===== src/rtl/alignment_output_packer_pkg.sv =====
// Shared constants and FSM state type for the alignment output packer.
// Derived widths here correspond to the default parameter set.
package alignment_output_packer_pkg;

  localparam int DEF_LETTER_WIDTH = 2;
  localparam int DEF_SCORE_WIDTH  = 10;
  localparam int DEF_SEQ_LENGTH   = 32;
  localparam int DEF_PACK_N       = 4;
  localparam int DEF_FIFO_DEPTH   = 8;

  localparam int PAIR_W = 2 * (DEF_LETTER_WIDTH + 1);
  localparam int OUT_W  = DEF_PACK_N * PAIR_W;
  localparam int LEN_W  = $clog2(2 * DEF_SEQ_LENGTH + 1);

  typedef enum logic [1:0] {
    IDLE    = 2'd0,
    COLLECT = 2'd1,
    FLUSH   = 2'd2,
    TRAILER = 2'd3
  } packer_state_t;

endpackage


===== src/rtl/align_word_fifo.sv =====
// Synchronous word FIFO with full/empty flags; a pop in the same cycle frees
// a slot for a push even when full. Head reads as zero while empty.
module align_word_fifo #(
  parameter int WIDTH = 25,
  parameter int DEPTH = 8
) (
  input  logic             clk,
  input  logic             rst,
  input  logic             push,
  input  logic [WIDTH-1:0] push_data,
  input  logic             pop,
  output logic [WIDTH-1:0] pop_data,
  output logic             full,
  output logic             empty
);

  localparam int AW = (DEPTH > 1) ? $clog2(DEPTH) : 1;

  logic [WIDTH-1:0] mem [DEPTH];
  logic [AW:0]      wr_ptr;
  logic [AW:0]      rd_ptr;
  logic             do_push;
  logic             do_pop;

  assign empty   = (wr_ptr == rd_ptr);
  assign full    = (wr_ptr[AW] != rd_ptr[AW]) && (wr_ptr[AW-1:0] == rd_ptr[AW-1:0]);
  assign do_pop  = pop && !empty;
  assign do_push = push && (!full || do_pop);

  always_ff @(posedge clk) begin
    if (rst) begin
      wr_ptr <= '0;
      rd_ptr <= '0;
    end else begin
      if (do_push) wr_ptr <= wr_ptr + 1'b1;
      if (do_pop)  rd_ptr <= rd_ptr + 1'b1;
    end
  end

  // Storage carries data only, so it is left out of reset.
  always_ff @(posedge clk) begin
    if (do_push) mem[wr_ptr[AW-1:0]] <= push_data;
  end

  assign pop_data = empty ? '0 : mem[rd_ptr[AW-1:0]];

endmodule


===== src/rtl/alignment_output_packer.sv =====
// Packs traceback symbol pairs into fixed-width words, closes each frame with
// a trailer (pair count, score, overflow flag) and buffers words for the host.
module alignment_output_packer
  import alignment_output_packer_pkg::*;
#(
  parameter int LETTER_WIDTH = DEF_LETTER_WIDTH,
  parameter int SCORE_WIDTH  = DEF_SCORE_WIDTH,
  parameter int SEQ_LENGTH   = DEF_SEQ_LENGTH,
  parameter int PACK_N       = DEF_PACK_N,
  parameter int FIFO_DEPTH   = DEF_FIFO_DEPTH
) (
  input  logic                                    clk,
  input  logic                                    rst_n,
  input  logic                                    output_valid,
  input  logic [LETTER_WIDTH:0]                   query_seq_out,
  input  logic [LETTER_WIDTH:0]                   database_seq_out,
  input  logic [SCORE_WIDTH-1:0]                  score,
  output logic                                    out_valid,
  input  logic                                    out_ready,
  output logic [PACK_N*2*(LETTER_WIDTH+1)-1:0]    out_data,
  output logic                                    out_last,
  output logic                                    busy,
  output logic                                    frame_err
);

  localparam int SYM_W     = LETTER_WIDTH + 1;
  localparam int PAIR_BITS = 2 * SYM_W;
  localparam int WORD_W    = PACK_N * PAIR_BITS;
  localparam int CNT_W     = $clog2(2 * SEQ_LENGTH + 1);
  localparam int SLOT_W    = (PACK_N > 1) ? $clog2(PACK_N) : 1;

  generate
    if (WORD_W < SCORE_WIDTH + CNT_W + 1) begin : g_width_check
      $error("alignment_output_packer: word too narrow for trailer");
    end
  endgenerate

  function automatic logic [CNT_W-1:0] sat_inc(input logic [CNT_W-1:0] v);
    return (v == {CNT_W{1'b1}}) ? v : v + 1'b1;
  endfunction

  packer_state_t          state;
  logic [WORD_W-1:0]      acc;
  logic [SLOT_W-1:0]      slot;
  logic [CNT_W-1:0]       pair_count;
  logic [SCORE_WIDTH-1:0] score_q;
  logic                   ovf;

  logic [PAIR_BITS-1:0]   pair;
  logic [WORD_W-1:0]      acc_ins;
  logic [WORD_W-1:0]      trailer;
  logic                   word_done;
  logic                   fifo_push;
  logic [WORD_W:0]        fifo_din;
  logic [WORD_W:0]        fifo_dout;
  logic                   fifo_full;
  logic                   fifo_empty;
  logic                   pop;
  logic                   can_push;

  assign pair      = {database_seq_out, query_seq_out};
  assign acc_ins   = acc | (WORD_W'(pair) << (PAIR_BITS * slot));
  assign word_done = (slot == SLOT_W'(PACK_N - 1));
  assign pop       = out_valid && out_ready;
  assign can_push  = !fifo_full || pop;

  always_comb begin
    trailer                        = '0;
    trailer[CNT_W-1:0]             = pair_count;
    trailer[CNT_W +: SCORE_WIDTH]  = score_q;
    trailer[WORD_W-1]              = ovf;
  end

  always_comb begin
    fifo_push = 1'b0;
    fifo_din  = '0;
    case (state)
      IDLE, COLLECT: begin
        fifo_push = output_valid && word_done;
        fifo_din  = {1'b0, acc_ins};
      end
      FLUSH: begin
        fifo_push = (slot != '0);
        fifo_din  = {1'b0, acc};
      end
      TRAILER: begin
        fifo_push = 1'b1;
        fifo_din  = {1'b1, trailer};
      end
      default: ;
    endcase
  end

  // A full word arriving while the FIFO is full is dropped and flagged;
  // flush and trailer pushes stall instead.
  always_ff @(posedge clk) begin
    if (rst_n) begin
      state      <= IDLE;
      acc        <= '0;
      slot       <= '0;
      pair_count <= '0;
      score_q    <= '0;
      ovf        <= 1'b0;
      frame_err  <= 1'b0;
    end else begin
      case (state)
        IDLE, COLLECT: begin
          if (output_valid) begin
            state      <= COLLECT;
            score_q    <= score;
            pair_count <= sat_inc(pair_count);
            if (word_done) begin
              acc  <= '0;
              slot <= '0;
              if (!can_push) begin
                ovf       <= 1'b1;
                frame_err <= 1'b1;
              end
            end else begin
              acc  <= acc_ins;
              slot <= slot + 1'b1;
            end
          end else if (state == COLLECT) begin
            state <= FLUSH;
          end
        end
        FLUSH: begin
          if (output_valid) frame_err <= 1'b1;
          if (slot == '0) begin
            state <= TRAILER;
          end else if (can_push) begin
            acc   <= '0;
            slot  <= '0;
            state <= TRAILER;
          end
        end
        TRAILER: begin
          if (output_valid) frame_err <= 1'b1;
          if (can_push) begin
            acc        <= '0;
            slot       <= '0;
            pair_count <= '0;
            score_q    <= '0;
            ovf        <= 1'b0;
            state      <= IDLE;
          end
        end
        default: state <= IDLE;
      endcase
    end
  end

  align_word_fifo #(
    .WIDTH (WORD_W + 1),
    .DEPTH (FIFO_DEPTH)
  ) u_fifo (
    .clk       (clk),
    .rst       (rst_n),
    .push      (fifo_push),
    .push_data (fifo_din),
    .pop       (pop),
    .pop_data  (fifo_dout),
    .full      (fifo_full),
    .empty     (fifo_empty)
  );

  assign out_valid = !fifo_empty;
  assign out_last  = fifo_dout[WORD_W];
  assign out_data  = fifo_dout[WORD_W-1:0];
  assign busy      = (state == FLUSH) || (state == TRAILER);

endmodule


===== config.mk =====
export PLATFORM = sky130hd
export DESIGN_NAME = alignment_output_packer
export DESIGN_NICKNAME = d
export VERILOG_FILES = /design/src/rtl/alignment_output_packer_pkg.sv /design/src/rtl/align_word_fifo.sv /design/src/rtl/alignment_output_packer.sv
export SDC_FILE = /design/constraint.sdc
export NUM_CORES = 1
export LEC_CHECK = 0
export ABC_AREA = 1
export CORE_MARGIN = 2
export CORE_UTILIZATION = 55
export CTS_CLUSTER_SIZE = 16
export DETAILED_ROUTE_END_ITERATION = 10
export PLACE_DENSITY = 0.71
export SETUP_SLACK_MARGIN = 0.3
export SYNTH_ARGS = -nofsm -noshare
export SYNTH_HDL_FRONTEND = slang
export SYNTH_HIERARCHICAL = 1
export SYNTH_SLANG_ARGS = --single-unit

===== constraint.sdc =====
create_clock -name clk -period 10 [get_ports clk]
set_clock_uncertainty 0.15 [all_clocks]
set_input_delay 1 -clock clk [delete_from_list [all_inputs] [get_ports clk]]
set_output_delay 1 -clock clk [all_outputs]
set_load 0.03 [all_outputs]

==> results.tsv, run 1 <==
metric	value	unit
outcome	finished clean	
final_max_slew_viol_count	0	
synth_edf_count	200	
synth.avg_cell_area	9.84	µm²
crit_required	8850	ps
setup_tns	0	ps
synth-seq-cells	258	
grt_pass1_vias	7552	
power.internal	1.79	mW
dieHeight	146	µm
start_kind	flop	
cts_resized	0	
worst_ep_arrival_time	3520	ps
cts_tree	done	
placed_area	11800	µm²
fin_util	62.7	%
p_sw_share	24.2	%
p_switching	0.574	mW
vias	8025	
reg2reg_depth	10	
regArea	7170	µm²
whs	288	ps
fin_area	12600	µm²
layout_setup_ws	5330	ps
cts_hold_buffers	0	
r2r_setup_slack	6310	ps
fillers	1700	
ys_top_cells_by_count	nor2_1, edfxtp_1, o21ai_0, nand2_1	
numCtsBuffers	26	
hold_depth	2	
max_freq	214	MHz
whs_endpoint	acc[20]	
synth_area_leaders	edfxtp_1, dfxtp_1, nor2_1, o21ai_0, nand2_1	
seq_area_frac_synth	64.4	%
synthCells	1130	
drc	0	
die_width	146	µm
syn_nets	1157	
cts_max_level	1	
synth_area_leader_cell	edfxtp_1	
vias_per_cell	5.54	
port_buffers	47	
rsz0062_at_grt	false	
initial_utilization	55.5	%
p_seq_share	51.3	%
p_leak	4.54	nW
synthMostInstantiatedCell	nor2_1	
post_cts_buffers	0	
final_layout_size_suffix_gt1_share	6.36	%
rows	52	
final_antenna_net_count	0	
synthArstFlopShare	0	%
synth_flop_cell	edfxtp_1	
max-slew-margin-rel	11.9	%
worst_r2r_endpoint	u_fifo/mem[7][14]	
multiInputGateArea	3490	µm²
cts_root_buffer	clkbuf_16	
clkSlewWorstSetupHoldPaths	60	ps
finalCritPeriodShare	46.7	%
hold_class	flop to flop	
hold_violations	0	
grt_usage	23.4	%
min_period	4670	ps
min_from	acc[20]	
overflow	0	
wire_per_inst	17.3	µm
die_area	21400	µm²
place_ws	5870	ps
synthToLayoutAreaGrowth	13.0	%
maxCapViolCount	0	
setup_violations	0	
core	20000	µm²
antenna_found_initial	0	
cts.sinks	258	
routed_wl	25100	µm
dp_hpwl	14700	µm
yosysWarnings	6	
synth_area	11100	µm²
combPwrFrac	10.9	%
worstMarginPinSlew	1320	ps
grt_pass1_wl	39800	µm
ir_worst_vdd	0.000135	V
worstSetupPathType	flop to output port	
drt_iter0_drc	627	
clock_power_share	37.8	%
ctsLongestPathBuffers	3	
place_congestion	0.878	
worstSetupEndpointType	output port	
r2r-start	slot[0]	
nets	1187	
antenna_cells	0	
ioPinCount	48	
synth_top_area_share	54.0	%
grt_start_max_net_pins	101	
synth_cell_types	38	
first_pass_iters	5	
insertion_delay	520	ps
critPathMaxFanout	60	
powerDensity	188	nW/µm²
==> cell type report <==
class	instances	share of cell area, %
clock inverter	11	0.617
sequential	258	57.0
multi-input combinational	756	27.8
inverter	59	1.78
timing repair buffer	59	4.46
clock buffer	36	5.64
tap	270	2.69
==> metrics by stage <==
step	std cells	power, mW
2_1_floorplan	1130	1.41
3_3_place_gp	1402	1.49
3_5_place_dp	1402	1.49
4_1_cts	1449	2.38
5_1_grt	1449	2.45
6_report	1449	2.37
==> power groups by stage <==
stage	Sequential (mW)	Clock (mW)	Combinational (mW)
6_report	1.21	0.894	0.257
5_1_grt	1.22	0.953	0.285
4_1_cts	1.21	0.910	0.255
3_5_place_dp	1.24	0	0.254
3_3_place_gp	1.24	0	0.251
2_1_floorplan	1.23	0	0.174
==> cell usage in the layout, fill, tap and decap left out, types with 2 or more instances in the layout <==
cell | Yosys | final
nand2_1 | 147 | 147
clkinv_2 | 0 | 2
o21bai_1 | 2 | 2
o21ai_0 | 171 | 171
inv_2 | 6 | 6
nand2_2 | 2 | 2
clkdlybuf4s50_1 | 0 | 47
ha_1 | 7 | 7
clkbuf_16 | 0 | 27
clkinv_1 | 2 | 7
nand3_2 | 3 | 3
clkinvlp_2 | 0 | 2
and2_1 | 2 | 2
clkbuf_1 | 36 | 9
nor3_1 | 3 | 3
o22ai_1 | 5 | 5
dfxtp_1 | 58 | 56
edfxtp_1 | 200 | 200
o21ai_1 | 26 | 26
buf_4 | 4 | 12
inv_1 | 50 | 50
a31oi_1 | 2 | 2
nand3_1 | 58 | 58
xor2_1 | 4 | 4
dfxtp_2 | 0 | 2
nor2_1 | 262 | 255
a21oi_1 | 43 | 43
nand4_1 | 5 | 5
nor2_4 | 2 | 2
o211ai_1 | 3 | 3
nor2_2 | 1 | 8
==> logic make-up (layout without fill, tap and decap cells) <==
kind of cell | Yosys count | in the layout | share of synthesized area (%)
buffers and inverters | 116 | 165 | 4.34
flip-flops | 258 | 258 | 64.4
XOR/XNOR | 7 | 7 | 0.686
adder cells (fa/ha/maj) | 7 | 7 | 0.787
AND/OR/NAND/NOR | 488 | 488 | 18.1
AO/OA/AOI/OAI | 254 | 254 | 11.7
==> routing by layer <==
| metal | share of wire (%) | global-route usage (%) | vias to the layer above |
|---|---|---|---|
| li1 | - | - | 3925 |
| met1 | 45 | 33.0 | 3827 |
| met2 | 48 | 38.8 | 235 |
| met3 | 5.2 | 3.09 | 38 |
| met4 | 1.8 | 6.65 | 0 |
| met5 | 0 | 0 | - |
==> worst max-delay path by stage <==
stage,from,end,slack [ps],depth (start not counted)
2_1_floorplan,u_fifo/rd_ptr[3],u_fifo/mem[0][0],6600,12
3_3_place_gp,flop,out_data[1],5930,7
3_5_place_dp,flop,out_data[12],5870,7
4_1_cts,flop,out_data[12],5310,7
5_1_grt,flop,out_data[13],5020,7
6_report,flop,out_data[12],5330,7
==> worst max-delay path, cell delays in order (launching register included) <==
cell	delay, ps
dfxtp_2	510
inv_2	590
buf_4	600
o21ai_0	210
o21ai_1	110
nor2_1	50
nor2_1	190
clkdlybuf4s50_1	700
==> registers in the layout (all words and copies together), names as in the netlist, named ones only <==
name,flops
frame_err,1
score_q,10
u_fifo/wr_ptr,4
slot,2
state,2
u_fifo/mem,200
pair_count,7
acc,24
ovf,1
u_fifo/rd_ptr,4
No activity file was read; power rests on OpenSTA's default activity.
==> run 2, diff against run 1 <==
- clock period: 10 -> 4.5 ns (I/O delays scaled with it)
==> results.tsv, run 2 (same netlist as run 1, synthesis figures left out) <==
metric	value	unit
antenna_cells	0	
max_freq	267	MHz
grt_pass1_wl	40300	µm
r2r_setup_slack	1360	ps
fin_util	63.4	%
outcome	finished clean	
grt_start_max_net_pins	101	
synthToLayoutAreaGrowth	14.2	%
worstSetupEndpointType	output port	
clkSlewWorstSetupHoldPaths	60	ps
core	20000	µm²
hold_class	flop to flop	
p_sw_share	24.0	%
final_common_cell	nor2_1	
largest_reg_flops	200	
placed_cells	1406	
clock_power_share	40.1	%
crit_path_max_incr_delay	990	ps
ctsLongestPathBuffers	3	
p_switching	1.32	mW
fillers	1680	
combPwrFrac	10.6	%
vias	8028	
wire_per_inst	17.4	µm
worst_r2r_endpoint	u_fifo/mem[1][23]	
cts_max_level	1	
vias_per_cell	5.53	
grt_pass1_vias	7649	
worst_ep_arrival_time	3140	ps
start_kind	flop	
crit_required	3900	ps
fin_area	12700	µm²
finalCritPeriodShare	83.1	%
path_common_cell	o21ai_0	
die_area	21400	µm²
grt_usage	23.5	%
worstMarginPinSlew	1070	ps
cts_tree	done	
maxCapViolCount	0	
cts.sinks	258	
critPathMaxFanout	53	
mostFrequentLayoutCells	nor2_1, edfxtp_1, o21ai_0	
final_antenna_net_count	0	
nets	1191	
crit_chain	buf_12 > o21ai_0 > o21ai_0 > o21ai_0 > nor2_1 > clkdlybuf4s50_1	
min_from	acc[21]	
placed_area	11800	µm²
antenna_found_initial	0	
first_pass_iters	5	
hold_violations	0	
ir_worst_vdd	0.000271	V
rows	52	
place_congestion	0.924	
cts_resized	0	
overflow	0	
post_cts_buffers	0	
min_period	3740	ps
dieHeight	146	µm
max-slew-margin-rel	27.7	%
rsz0062_at_grt	false	
reg2reg_depth	6	
final_max_slew_viol_count	0	
cts_root_buffer	clkbuf_16	
setup_violations	0	
powerDensity	431	nW/µm²
die_width	146	µm
worstSetupPathType	flop to output port	
numCtsBuffers	26	
ioPinCount	48	
setup_tns	0	ps
r2r-start	slot[0]	
initial_utilization	55.5	%
dp_hpwl	15400	µm
final_layout_size_suffix_gt1_share	7.02	%
whs	290	ps
p_leak	4.61	nW
power.internal	4.16	mW
crit_path_top_delay_cell	dfxtp_2	
drt_iter0_drc	625	
drc	0	
cts_hold_buffers	0	
insertion_delay	530	ps
p_seq_share	49.2	%
whs_endpoint	acc[21]	
routed_wl	25200	µm
port_buffers	47	
stdcell_count	1453	
hold_depth	2	
[run 2: per-stage QoR]
stage / total power [mW] / worst slack (ps)
after floorplan: 3.12 / 1100
after global placement: 3.31 / 1340
after detailed placement: 3.33 / 1270
after CTS: 5.50 / 732
after global routing: 5.67 / 550
final: 5.47 / 761
[run 2: worst max-delay path by stage]
stage / startpoint / endpoint
floorplan: u_fifo/rd_ptr[3] / u_fifo/mem[0][0]
global placement: flop / out_data[14]
detailed placement: flop / out_data[14]
CTS: flop / out_data[14]
global route: flop / out_data[12]
finish: flop / out_data[14]
[run 2: power by group through the flow]
stage          Clock [mW]  Sequential, mW  Combinational [mW]
2_1_floorplan           0            2.74               0.387
3_3_place_gp            0            2.74               0.568
3_5_place_dp            0            2.75               0.580
4_1_cts              2.22            2.70               0.582
5_1_grt              2.33            2.70               0.642
6_report             2.20            2.70               0.581
[run 2: area by class of cell]
class                           count  area [µm²]  area share, %
Sequential cell                   258        7170           56.4
Clock buffer                       34         702           5.52
Timing Repair Buffer               63         616           4.84
Multi-Input combinational cell    756        3490           27.5
Clock inverter                     13         168           1.32
Inverter                           59         224           1.76
Tap cell                          270         338           2.66
[run 2: layer usage]
metal | up-vias | track usage (%) | wire [µm] | part of all wire, %
met5 | - | 0 | 0 | 0
met4 | 0 | 6.55 | 553 | 2.2
met3 | 36 | 2.88 | 1370 | 5.4
met2 | 217 | 39.7 | 12200 | 49
met1 | 3839 | 32.6 | 11100 | 44
li1 | 3936 | - | - | -
[run 2: worst max-delay path: cells and delay by family, from the launching register on]
family	cells	cell delay, ps
AOI/OAI and AO/OA	3	450
and+or+nand+nor	1	150
buffers and inverters	2	990
DFF	1	990
==> run 3, diff against run 2 <==
- clock period: 4.5 -> 3.9 ns (I/O delays scaled with it)
==> results.tsv, run 3 (same netlist as run 1, synthesis figures left out) <==
metric	value	unit
outcome	finished clean	
use_met1	34.8	%
fillers	1663	
reg2reg_depth	9	
port_buffers	47	
grt_usage	24.7	%
nets	1197	
drt_iter0_drc	708	
hold_violations	0	
path_common_cell	o21ai_0	
r2r-start	slot[0]	
worstMarginPinSlew	1070	ps
maxCapViolCount	0	
cts_tree	done	
path_buf_inv	2	
largest_reg_flops	200	
antenna_found_initial	0	
grtUsageMet3	3.38	%
grt_start_max_net_pins	65	
critPathTopFamily	buffers and inverters	
powerDensity	484	nW/µm²
ir_worst_vdd	0.000329	V
r2r_setup_slack	820	ps
whs	287	ps
place_congestion	0.912	
worst_ep_arrival_time	2840	ps
first_pass_iters	5	
synthToLayoutAreaGrowth	14.1	%
final_antenna_net_count	0	
post_cts_buffers	0	
final_max_slew_viol_count	0	
place_ws	817	ps
finalCritPeriodShare	86.7	%
hold_depth	2	
crit_chain	buf_4 > o21ai_0 > o21ai_0 > o21ai_0 > nor2_1 > clkdlybuf4s50_1	
multiInputGateArea	3500	µm²
global_route.usage.met2	40.6	%
p_leak	4.60	nW
rsz0062_at_grt	false	
core	20000	µm²
wire_per_inst	17.9	µm
worstSetupPathType	flop to output port	
fin_area	12700	µm²
worstSetupEndpointType	output port	
numCtsBuffers	27	
fin_util	63.3	%
min_from	acc[20]	
ioPinCount	48	
setup_tns	0	ps
insertion_delay	520	ps
worst_r2r_endpoint	u_fifo/mem[6][8]	
cts_root_buffer	clkbuf_16	
max_freq	296	MHz
dieHeight	146	µm
placed_cells	1411	
dp_hpwl	15900	µm
rows	52	
routed_wl	26100	µm
die_area	21400	µm²
total_power	6.14	mW
clkSlewWorstSetupHoldPaths	60	ps
crit_path_top_delay_cell	clkdlybuf4s50_1	
initial_utilization	55.5	%
cts_max_level	1	
ctsLongestPathBuffers	3	
die_width	146	µm
whs_endpoint	acc[20]	
hold_class	flop to flop	
stdcell_count	1460	
vias	8126	
regArea	7170	µm²
antenna_cells	0	
layout_setup_ws	519	ps
grt.busiest_layer	met2	
min_period	3380	ps
critPathMaxFanout	60	
crit_required	3360	ps
setup_violations	0	
mostFrequentLayoutCells	nor2_1, edfxtp_1, o21ai_0	
final_layout_size_suffix_gt1_share	7.14	%
placed_area	11900	µm²
final_common_cell	nor2_1	
overflow	0	
vias_per_cell	5.57	
crit_path_max_incr_delay	700	ps
cts.sinks	258	
grt_pass1_vias	7753	
max-slew-margin-rel	27.7	%
grt_pass1_wl	41400	µm
start_kind	flop	
drc	0	
[run 3: changes by cell type in the layout (fill, tap and decap cells not counted), moves of 2 or more]
cell        delta
bufinv_16      -3
clkbuf_1       +4
buf_4          +6
clkbuf_8       +2
clkinv_2       -2
clkinvlp_4     +2
[run 3: routing by layer]
layer | wire [µm] | vias up
met2 | 12600 | 277
met5 | 0 | -
met3 | 1840 | 48
met1 | 11000 | 3857
met4 | 652 | 0
li1 | - | 3944
[run 3: final cells by class]
cell class | count | area share, %
clock buffer | 40 | 5.87
clock inverter | 9 | 0.572
inverter | 59 | 1.77
multi-input combinational | 756 | 27.6
sequential | 258 | 56.5
tap | 270 | 2.66
timing repair buffer | 68 | 5.05
[run 3: how the worst max path moves through the flow]
| stage | cells after the start | from | slack (ps) | to |
|---|---|---|---|---|
| floorplan | 12 | u_fifo/rd_ptr[3] | 500 | u_fifo/mem[0][0] |
| global placement | 12 | u_fifo/wr_ptr[3] | 870 | u_fifo/mem[6][8] |
| finish | 6 | flop | 520 | out_data[12] |
| global route | 6 | flop | 370 | out_last |
| detailed placement | 12 | u_fifo/wr_ptr[3] | 820 | u_fifo/mem[2][7] |
| CTS | 9 | u_fifo/wr_ptr[0] | 410 | out_data[21] |
[run 3: tightest hold or removal path, delay by kind of cell (launching register included)]
kind,cells,cell delay (ps)
flops,1,290
simple gates,1,40
buf+inv,1,60
[run 3: power breakdown]
part | total, mW | internal (mW) | switching [mW]
registers | 3.11 | 3.08 | 0.0336
clock network | 2.36 | 1.38 | 0.979
logic | 0.674 | 0.194 | 0.480
[run 3: repair_timing]
item                                    4_1_cts  5_1_grt
endpoints found under the setup margin        0        3
resized for setup                             0        1
hold buffers                                  0        0
==> RTL change 1, RTL diff (settings of run 1) <==
Set the package constant `DEF_FIFO_DEPTH` to 16 (it was 8).
--- a/src/rtl/alignment_output_packer_pkg.sv
+++ b/src/rtl/alignment_output_packer_pkg.sv
@@ -6,7 +6,7 @@
   localparam int DEF_SCORE_WIDTH  = 10;
   localparam int DEF_SEQ_LENGTH   = 32;
   localparam int DEF_PACK_N       = 4;
-  localparam int DEF_FIFO_DEPTH   = 8;
+  localparam int DEF_FIFO_DEPTH   = 16;
 
   localparam int PAIR_W = 2 * (DEF_LETTER_WIDTH + 1);
   localparam int OUT_W  = DEF_PACK_N * PAIR_W;
Check against the original RTL: same outputs for any inputs over 4 cycles, from zero or initial values and one cycle with rst_n high; that may be too few to reach the edited logic, so the function may still have changed.
==> RTL change 1 against run 1 <==
- area after synthesis up 78%
- setup slack lost 920 ps
- power increased by 77%
- sequential cell count grew 203
- highest routed layer unchanged
- count of clock-buffer cells in the layout increased by 33
- largest cell class unchanged
- wire length rose by 86%
- design area is 75% higher
==> RTL change 1: results (changes against run 1) <==
* Status: completed
* Maximum capacitance violations at 0 (unchanged)
* # fillers at 2784 (+64%)
* Power Internal at 3.20 mW (+79%)
* First drt pass iteration count at 5 (unchanged)
* Synth Warn # at 6 (unchanged)
* Detail Placement HPWL at 25900 um (+76%)
* Synth async-reset ratio at 0% (unchanged)
* Largest net degree at the start of global routing at 117 (+16%)
* CTS resizes at 0 (unchanged)
* Port Buffers at 47 (unchanged)
* Static Leak at 8.06 nW (+78%)
* Via/cell ratio at 5.65 (+2.1%)
* Top FF cell, synth: edfxtp_1
* Synth Area per Inst at 10.7 um2 (+8.3%)
* CP Data Arrival Time at 4440 ps (+920 ps)
* Max IR drop VDD at 0.151 mV (+12%)
* Sequential fraction of the synthesis area at 66.8% (+2.4 points)
* Drt total wl at 46600 um (+86%)
* Placed Cells at 2280 (+63%)
* Number of synthesized flops with an enable pin at 400 (+100%)
* Seq cells post-synth at 461 (+79%)
* CTS max path bufs at 3 (unchanged)
* Initial DRC Count at 1291 (+110%)
* Synth area leaders: edfxtp_1 61%, dfxtp_1 6.2%, nand2_1 5.8%
* Global placement routability congestion at 0.913 (+4.0%)
* Root Driver: clkbuf_16
* Hold Startpoint: acc[21]
* Largest register FFs at 400 (+100%)
* Worst r2r src: u_fifo/wr_ptr[2]
* TritonCTS Buffers at 47 (+81%)
* Overall global routing resource usage at 24.5% (+1.0 points)
* Worst-Skew Late Latency at 570 ps (+50 ps)
* Clk slew on worst S/H paths at 60 ps (about the same)
* Post-CTS Setup Inserts at 0 (unchanged)
* Synth cell types at 37 (-2.6%)
* H-tree depth at 2 (+1)
* First-pass GRT wire length at 70900 um (+78%)
* Hold Path Class: register to register
* CP Class: register to primary output
* Initial antenna violation count at 1 (+1)
* Share of post-route cells with drive strength above 1 at 6.61% (+0.25 points)
* Vias in the first global route at 12500 (+65%)
* Worst-path maximum fanout at 72 (+20%)
* Post-synth top cells: 400 x edfxtp_1, 306 x nand2_1, 249 x inv_1
* Least-Margin Pin Slew at 1220 ps (-98.3 ps)
* Mapped Nets at 1889 (+63%)
* Via count at 13400 (+67%)
RTL change 1: cell count changes after synthesis, sizes merged, moves of 2 or more:
| cell | change |
|---|---|
| o211ai | +75 |
| inv | +201 |
| dfxtp | +3 |
| xor2 | +2 |
| a21oi | +147 |
| o21ai | -23 |
| nand2 | +161 |
| clkbuf | +9 |
| buf | +36 |
| edfxtp | +200 |
| nand3 | +73 |
| ha | +3 |
| nor2 | -161 |
RTL change 1: cell families (layout without fill, tap and decap cells):
| family | after synthesis | count (layout) | share of synthesized area [%] |
|---|---|---|---|
| DFF | 461 | 461 | 66.8 |
| buffers and inverters | 363 | 410 | 7.62 |
| adders and majority gates | 10 | 10 | 0.632 |
| and+or+nand+nor | 562 | 562 | 12.0 |
| other | 0 | 1 | 0 |
| xor gates and xnor gates | 10 | 10 | 0.442 |
| AOI/OAI and AO/OA | 453 | 453 | 12.5 |
RTL change 1: metal layers:
metal  up-vias  routed length [um]  global-route usage, %
met3        77                3200                   3.90
met1      6432               20400                   34.8
li1       6409                   -                      -
met2       468               21800                   39.0
met4         0                1130                   7.94
met5         -                   0                      0
RTL change 1: cell type report:
| type | count | area (um2) | area share, % |
|---|---|---|---|
| repair buffers | 62 | 583 | 2.65 |
| multi-input cells | 1035 | 5190 | 23.6 |
| diodes | 1 | 2.50 | 0.0114 |
| clock buffers | 69 | 1320 | 6.00 |
| inverters | 261 | 982 | 4.46 |
| flip-flops and latches | 461 | 13200 | 60.1 |
| clock inverters | 18 | 125 | 0.568 |
| well taps | 461 | 577 | 2.62 |
RTL change 1: worst paths after layout:
check                 endpoint  slack [ps]  depth (start not counted)
min reg2reg            acc[21]         290                          2
min                    acc[21]         290                          2
max                   out_last        4410                          9
max reg2reg  u_fifo/mem[6][18]        5910                         15
RTL change 1: through the flow:
stage | total power [mW] | area (um2) | util [%] | worst slack, ps
after floorplan | 2.45 | 19800 | - | 6370
after global placement | 2.58 | 20600 | 58.0 | 5070
after detailed placement | 2.58 | 20600 | 58.0 | 5080
after CTS | 4.22 | 22000 | 62.0 | 4450
after global routing | 4.33 | 22000 | 62.0 | 4140
final | 4.19 | 22000 | 62.1 | 4410
RTL change 1: worst max-delay path: stages (launching register included):
cell             delay (ps)
dfxtp_4                 770
buf_4                   740
buf_4                   710
o21ai_0                 190
a21oi_1                 170
o21ai_1                 100
nand2_1                  70
nand2_1                  60
nor2_1                  230
clkdlybuf4s50_1         720
RTL change 1: power groups by stage:
stage / logic [mW] / clock network, mW / registers [mW]
2_1_floorplan: 0.242 / 0 / 2.21
3_3_place_gp: 0.357 / 0 / 2.22
3_5_place_dp: 0.362 / 0 / 2.22
4_1_cts: 0.363 / 1.67 / 2.18
5_1_grt: 0.399 / 1.74 / 2.18
6_report: 0.364 / 1.64 / 2.18
==> RTL change 2, RTL diff (flow settings as in run 1) <==
Made on the original files. Reset style: asynchronous (`rst` and `rst_n`), changed in 2 clocked blocks.
--- a/src/rtl/align_word_fifo.sv
+++ b/src/rtl/align_word_fifo.sv
@@ -27,7 +27,7 @@
   assign do_pop  = pop && !empty;
   assign do_push = push && (!full || do_pop);
 
-  always_ff @(posedge clk) begin
+  always_ff @(posedge clk or posedge rst) begin
     if (rst) begin
       wr_ptr <= '0;
       rd_ptr <= '0;
--- a/src/rtl/alignment_output_packer.sv
+++ b/src/rtl/alignment_output_packer.sv
@@ -93,7 +93,7 @@
 
   // A full word arriving while the FIFO is full is dropped and flagged;
   // flush and trailer pushes stall instead.
-  always_ff @(posedge clk) begin
+  always_ff @(posedge clk or posedge rst_n) begin
     if (rst_n) begin
       state      <= IDLE;
       acc        <= '0;
Check against the original RTL: differs if rst_n is asserted again (counterexample within 4 cycles, from zero or initial values and one cycle with rst_n high); with rst_n held inactive, the same outputs for 4 cycles.
==> RTL change 2 against run 1 <==
- wire length rose by 2.3%
- sequential cell count fell by 3
- cell count is 0.97% lower
- die area grew 2.4%
- design area grew 1.6%
- setup slack worse by 280 ps
- worst hold slack improved by 17 ps
- via count grew 0.65%
- global-route usage grew 0.15 points
- area after synthesis rose by 2.4%
Power is not compared: it rests on default switching activity, and its combinational part moved more than twofold at a synthesized area within 25%.
==> RTL change 2: results (changes against run 1) <==
* Synth async-reset ratio at 21.6% (+22 points)
* Met2 Use GR at 38.9% (+0.13 points)
* Sequential fraction of the synthesis area at 64.8% (+0.37 points)
* Count of flip-flops and latches at 255 (-1.2%)
* Adder-cell area share of the yosys netlist at 0.769% (-0.019 points)
* Synth area leaders: edfxtp_1 53%, dfrtp_1 12%, nor2_1 7.5%
* Post-synthesis compound-gate area fraction at 10.9% (-0.78 points)
* Initial DRC Count at 696 (+11%)
* Worst-Skew Late Latency at 510 ps
* Via/cell ratio at 5.63 (+1.6%)
* Bufs w/o clock at 61 (+3.4%)
* TritonCTS Buffers at 25 (-3.8%)
* Clock buf count at 31 (-14%)
* Synth Area per Inst at 10.2 um2 (+3.5%)
* Global placement routability congestion at 0.889 (+1.2%)
* Post-synth top cells: 227 x nor2_1, 200 x edfxtp_1, 180 x nand2_1
* CP Data Arrival Time at 3800 ps (+280 ps)
* Multi-Input Combinational at 732 (-3.2%)
* WL met1 at 11100 um (-2.0%)
* Drt total wl at 25700 um (+2.3%)
* Worst-path maximum fanout at 80 (+33%)
* Placement Setup Slack at 5610 ps (-263 ps)
* Mapped Nets at 1145 (-1.0%)
* # fillers at 1673 (-1.6%)
* Fin nets at 1174 (-1.1%)
* Inverters at 72 (+22%)
* DR WL met2 at 12500 um (+4.3%)
* Met3 wire length at 1430 um (+9.8%)
* ClkCell Share at 5.82% (-0.44 points)
* Status: completed
* Hold Path Class: register to register
* First-pass GRT wire length at 40200 um (+1.0%)
* Synthesized area at 0.0114 mm2 (+2.4%)
* Overall global routing resource usage at 23.6% (+0.15 points)
* Placed Cells at 1390 (-0.86%)
* Vias in the first global route at 7492 (-0.79%)
* Fraction of standard cell area in multi-input logic at 27.0% (-0.72 points)
* Area added between synthesis and finish at 12.1%
* Area after DPL at 0.0120 mm2 (+2.0%)
* Synth cell types at 33 (-13%)
* FF/Latch Area at 0.00738 mm2 (+3.0%)
* Least-Margin Pin Slew at 1070 ps (-252 ps)
* Number of synthesized flops with an enable pin at 200 (unchanged)
* Signal buf overhead at 4.51% (+0.049 points)
* Share of post-route cells with drive strength above 1 at 8.07% (+1.7 points)
* Xor/xnor share of the synthesized area at 0.615% (-0.071 points)
* Detail Placement HPWL at 15300 um (+4.4%)
* Met1 Use GR at 33.0% (about the same)
* Grt met3 use at 2.99% (-0.10 points)
* Post-Layout Cell Count at 1435 (-0.97%)
* Largest net degree at the start of global routing at 106 (+5.0%)
-- RTL change 2: worst max-delay path, cell delays in order, from the launching register on --
cell	delay (ps)
dfrtp_2	340
buf_4	620
inv_1	80
buf_4	260
nand2_1	90
nand2_1	80
nor2_4	120
nand3_2	570
o21ai_0	290
nor2_1	100
clkdlybuf4s50_1	600
-- RTL change 2: final timing paths --
kind	startpoint	endpoint	slack, ps	depth (start not counted)
max in group asynchronous	rst_n	acc[3]	8100	2
worst min register to register	frame_err	frame_err	310	1
worst max register to register	u_fifo/rd_ptr[1]	u_fifo/mem[6][18]	5810	16
worst max-delay path	u_fifo/rd_ptr[1]	out_data[10]	5050	10
worst min-delay path	frame_err	frame_err	310	1
min in group asynchronous	rst_n	u_fifo/rd_ptr[3]	630	2
-- RTL change 2: power by group --
group	switching, mW	internal (mW)	total [mW]
combinational	1.45	0.606	2.05
clock	0.376	0.474	0.850
sequential	0.0905	1.50	1.59
total	1.91	2.58	4.50
